## config.mk

```make
export PLATFORM = sky130hd
export DESIGN_NAME = mem_bus_unit
export DESIGN_NICKNAME = d
export VERILOG_FILES = /design/src/rtl/mem_bus_unit.sv
export SDC_FILE = /design/constraint.sdc
export NUM_CORES = 1
export LEC_CHECK = 0
export CAP_MARGIN = 40
export CORE_ASPECT_RATIO = 0.6
export CORE_MARGIN = 3
export CORE_UTILIZATION = 35
export DETAILED_ROUTE_END_ITERATION = 8
export PLACE_DENSITY = 0.85
export SYNTH_ARGS = -nofsm -noshare
export SYNTH_HDL_FRONTEND = slang
export SYNTH_SLANG_ARGS = --single-unit
```

## constraint.sdc

```tcl
create_clock -name i_Clk -period 1.5 [get_ports i_Clk]
set_input_delay 0.3 -clock i_Clk [delete_from_list [all_inputs] [get_ports i_Clk]]
set_output_delay 0.3 -clock i_Clk [all_outputs]
set_load 0.01 [all_outputs]
```

## src/rtl/mem_bus_unit.sv

```systemverilog
// mem_bus_unit: sequences one four-T-state machine cycle (T1..T4) on the
// external memory bus for the CPU. The address and write byte come from the
// register file's read buses. The read byte is held on o_Data for write-back.
// Optional feature macro MEM_BUS_WAIT_EN adds i_Mem_Wait. While it is high,
// the machine cycle is stretched in T2.
module mem_bus_unit #(
    parameter int ADDR_W = 16,
    parameter int DATA_W = 8
) (
    input  logic              i_Clk,
    input  logic              i_nRst,
    input  logic              i_Enable,
    input  logic              i_Start,
    input  logic              i_Write,
    input  logic [ADDR_W-1:0] i_Addr,
    input  logic [DATA_W-1:0] i_Data,
    output logic              o_Busy,
    output logic              o_Done,
    output logic [DATA_W-1:0] o_Data,
    output logic [ADDR_W-1:0] o_Mem_Addr,
    output logic [DATA_W-1:0] o_Mem_Dout,
    input  logic [DATA_W-1:0] i_Mem_Din,
`ifdef MEM_BUS_WAIT_EN
    input  logic              i_Mem_Wait,
`endif
    output logic              o_Mem_Rd,
    output logic              o_Mem_Wr
);

    typedef enum logic [2:0] {
        IDLE = 3'd0,
        T1   = 3'd1,
        T2   = 3'd2,
        T3   = 3'd3,
        T4   = 3'd4
    } state_t;

    state_t            state_q;
    state_t            state_d;
    logic              accept;
    logic [ADDR_W-1:0] addr_q;
    logic [DATA_W-1:0] wdata_q;
    logic              write_q;
    logic [DATA_W-1:0] rdata_q;

    // State register; the whole unit freezes while the tick qualifier is low
    always_ff @(posedge i_Clk or negedge i_nRst) begin
        if (!i_nRst) begin
            state_q <= IDLE;
        end else if (i_Enable) begin
            state_q <= state_d;
        end
    end

    // Next state, request acceptance and bus strobes decoded from the current state only
    always_comb begin
        state_d  = state_q;
        accept   = 1'b0;
        o_Busy   = 1'b0;
        o_Done   = 1'b0;
        o_Mem_Rd = 1'b0;
        o_Mem_Wr = 1'b0;
        case (state_q)
            IDLE: begin
                if (i_Start) begin
                    accept  = 1'b1;
                    state_d = T1;
                end
            end
            T1: begin
                o_Busy   = 1'b1;
                o_Mem_Rd = !write_q;
                state_d  = T2;
            end
            T2: begin
                o_Busy   = 1'b1;
                o_Mem_Rd = !write_q;
                o_Mem_Wr = write_q;
                state_d  = T3;
`ifdef MEM_BUS_WAIT_EN
                // A slow device stretches the cycle here while the strobes stay asserted
                if (i_Mem_Wait) begin
                    state_d = T2;
                end
`endif
            end
            T3: begin
                o_Busy   = 1'b1;
                o_Mem_Rd = !write_q;
                o_Mem_Wr = write_q;
                state_d  = T4;
            end
            T4: begin
                o_Busy = 1'b1;
                o_Done = 1'b1;
                // A new request in T4 chains straight into T1 with no idle gap
                if (i_Start) begin
                    accept  = 1'b1;
                    state_d = T1;
                end else begin
                    state_d = IDLE;
                end
            end
            default: begin
                state_d = IDLE;
            end
        endcase
    end

    // Capture the request at the accept edge so the register file may move on afterwards
    always_ff @(posedge i_Clk or negedge i_nRst) begin
        if (!i_nRst) begin
            addr_q  <= '0;
            wdata_q <= '0;
            write_q <= 1'b0;
        end else if (i_Enable && accept) begin
            addr_q  <= i_Addr;
            wdata_q <= i_Data;
            write_q <= i_Write;
        end
    end

    // Read data is taken on the T3->T4 edge and held until the next read completes
    always_ff @(posedge i_Clk or negedge i_nRst) begin
        if (!i_nRst) begin
            rdata_q <= '0;
        end else if (i_Enable && (state_q == T3) && !write_q) begin
            rdata_q <= i_Mem_Din;
        end
    end

    assign o_Data     = rdata_q;
    assign o_Mem_Addr = addr_q;
    assign o_Mem_Dout = wdata_q;

endmodule

```

==> summary.md, run 1 <==
| Metric | Value |
|---|---|
| Outcome | `finished with violations` |
| Failing checks | `setup timing` |
| Commonest non-fill, non-tap cell in the layout | `clkdlybuf4s50_1` |
| Distinct cell type count of the synthesized netlist | `19` |
| Met2 Routed Length | `about 2000 µm` |
| Post-route total power | `roughly 5.2 mW` |
| Top cells by area, synth | `dfrtp_1, mux2_4, mux2_2` |
| Fin crit share | `101%` |
| Tightest Hold Check Type | `primary input to asynchronous set/reset pin` |
| Arrival time worst endpoint | `1.68 ns` |
| PortBufs | `between 70 and 80` |
| DRC Markers | `0` |
| Congestion Overflow GR | `0` |
| I/O pin count | `73` |
| Multi-input gate area | `around 630 µm²` |
| Die W | `between 90 and 100 µm` |
| Vias | `~1,100` |
| Synth top area share | `59.1%` |
| Fin crit period | `1.52 ns` |
| Routed Antenna Nets | `0` |
| Peak VDD IR | `around 790 µV` |
| Most frequent cells in the layout | `clkdlybuf4s50_1, dfrtp_1, mux2_4` |
| Layout cells sized above 1 | `36.7%` |
| RSZ-0062 raised after global routing | `true` |
| Cell taking the most area after synthesis | `dfrtp_1` |
| Worst r2r path cells | `5` |
| H-tree levels | `2` |
| Final WL | `4060 µm` |
| Die Height | `57.1 µm` |
| MaxCap Viol Count | `0` |
| Metal-1 WL | `approximately 1800 µm` |
| Clock Skew | `0.00499 ns` |
| RR Startpoint | `state_q[0]$_DFFE_PN0P_` |
| First-pass GRT wire length | `6300 µm` |
| Pleak | `1.39 nW` |
| Worst-Margin Slew | `0.454 ns` |
| Hold-fix buffers, CTS | `0` |
| Worst R2R End | `o_Mem_Addr[4]$_DFFE_PN0P_` |
| Critical path endpoint category | `flop` |
| Largest net degree at the start of global routing | `37` |
| Fin Hold WS | `0.0506 ns` |
| Top Metal Used | `met4` |
| Placer congestion estimate | `0.686` |
| Fillers | `280` |
| Fin. Hold Viols | `0` |
| Initial antenna violation count | `0` |
| Synth Area per Inst | `16.9 µm²` |
| Vias per std cell | `between 4 and 5` |
| Die ar. | `between 5000 and 6000 µm²` |
| Max-slew violation count | `0` |
| Initial detailed-routing violation count | `13` |
| Crit path max fanout | `7` |
| Clk buf depth | `2` |
| Ant. Diodes | `0` |
| Seq/Total Area, Yosys | `59.1%` |
| Setup violators final | `9` |
| Final worst setup slack | `-0.0154 ns` |
| Cell count after synthesis | `90` |
| Clock Latency Late Sink | `around 0.28 ns` |
| Net count after synthesis | `127` |
| DP Worst Slack | `-0.196 ns` |
| GRT Util Overall | `15.9%` |
| R2r setup slk | `-0.02 ns` |
| Number of global-route vias before repair | `1,190` |
| DP Wirelength | `2780 µm` |
| CTS tree | `done` |
| Core area | `3910 µm²` |
| TritonCTS Buffers | `5` |
| Net count, final | `around 220` |
| Relative slew margins | `69.7%` |
| Routed len/inst | `17.1 µm` |
| Crit path kind | `flop to flop` |
| FP Rows | `17` |
| Total of warnings raised by yosys | `0` |
| Fmax | `0.660 GHz` |
| Synth Register Bits | `36` |
| Clock slew at reported path FFs | `0.07 ns` |
| Reg area | `902 µm²` |
| Met3 wire length | `246 µm` |
| Drt first pass iters | `3` |
| Root buf cell | `clkbuf_8` |
| Starting density of the core | `39.0%` |
| Critical Path Start Type | `flop` |
| Syn Std Cell Area | `1530 µm²` |
| Clock sink total | `36` |
| Power Dens Cells | `1960 nW/µm²` |
| Area Overhead vs Synth | `72.7%` |
| Critical Path RT | `1.67 ns` |
[worst max-delay path by stage]
| stage | startpoint | to | slack [ns] | cells past startpoint |
|---|---|---|---|---|
| final | state_q[0]$_DFFE_PN0P_ | o_Mem_Addr[4]$_DFFE_PN0P_ | -0.02 | 5 |
| after global routing | state_q[0]$_DFFE_PN0P_ | o_Mem_Addr[3]$_DFFE_PN0P_ | -0.07 | 5 |
| after CTS | state_q[1]$_DFFE_PN0P_ | o_Mem_Addr[6]$_DFFE_PN0P_ | -0.04 | 5 |
| after detailed placement | i_Enable | o_Data[3]$_DFFE_PN0P_ | -0.20 | 5 |
| after global placement | i_Enable | o_Data[4]$_DFFE_PN0P_ | -0.16 | 5 |
| after floorplan | state_q[0]$_DFFE_PN0P_ | o_Mem_Addr[10]$_DFFE_PN0P_ | 0.05 | 5 |
[cell families (layout without fill, tap and decap cells)]
group	after synthesis	count (layout)	synth area share, %
AOI/OAI and AO/OA	4	4	1.64
xor gates and xnor gates	1	1	0.574
and+or+nand+nor	10	10	4.84
buffers and inverters	5	95	3.86
DFF	36	36	59.1
muxes	34	34	30.0
[final cells by class]
cell class / count / area share (%)
Sequential cell: 36 / 34.3
Inverter: 2 / 0.285
Tap cell: 57 / 2.71
Timing Repair Buffer: 86 / 35.3
Clock buffer: 7 / 3.66
Multi-Input combinational cell: 49 / 23.8
[Yosys cell counts]
cell,number
a21oi_1,1
o2bb2ai_1,1
mux2_4,20
dfrtp_1,36
o22ai_1,1
and3_4,1
buf_12,2
nand2b_1,2
inv_1,2
nor3_4,1
o21ai_0,1
and3_1,1
nand3b_1,1
xnor2_1,1
nor3_1,2
buf_6,1
nand2_1,1
nor2_2,1
mux2_2,14
[critical path: stages (launching register included)]
cell and delay [ns]:
dfrtp_1 0.43, nor2_4 0.16, buf_6 0.10, and3_4 0.24, clkbuf_16 0.17, mux2_4 0.30
[flip-flops by register name, summed over array words and instances, names as in the netlist]
signal,count
o_Mem_Addr,16
o_Data,8
o_Mem_Dout,8
state_q,3
write_q,1
[per-layer routing]
layer  up-vias  track usage, %
met5         -               0
met4         0            6.44
met3         6            6.19
met2        45            25.1
met1       533            19.8
li1        499               -
[metrics by stage]
| stage | TNS [ns] | utilization, % | cell area [µm²] | cells |
|---|---|---|---|---|
| after global routing | -1.55 | 67.3 | 2630 | 237 |
| final | -0.0647 | 67.3 | 2630 | 237 |
| after detailed placement | -5.28 | 60.5 | 2370 | 225 |
| after global placement | -4.51 | 60.5 | 2370 | 225 |
| after floorplan | 0 | - | 1530 | 90 |
| after CTS | -0.633 | 63.6 | 2490 | 234 |
[where the power goes]
part	internal (mW)	total (mW)	switching [mW]
registers	1.46	1.77	0.307
logic	1.72	2.65	0.926
clock network	0.409	0.734	0.325
total	3.59	5.15	1.56
[what timing repair did]
item | CTS | global route
endpoints found under the setup margin | 17 | 62
buffers inserted | 2 | 2
gates cloned | 0 | 1
endpoints found under the hold margin | 0 | 0
resized for setup | 24 | 40
pin swaps | 2 | 2
Note: power is estimated with default switching activity, not from simulation.
==> run 2: changes to the inputs <==
--- a/config.mk
+++ b/config.mk
@@ -5,7 +5,7 @@
 export SDC_FILE = /design/constraint.sdc
 export NUM_CORES = 1
 export LEC_CHECK = 0
-export CAP_MARGIN = 40
+export ABC_CLOCK_PERIOD_IN_PS = 1500
 export CORE_ASPECT_RATIO = 0.6
 export CORE_MARGIN = 3
 export CORE_UTILIZATION = 35
==> results of run 2 <==
Same layout as run 1: the final DEF is identical, and so are final timing and power.
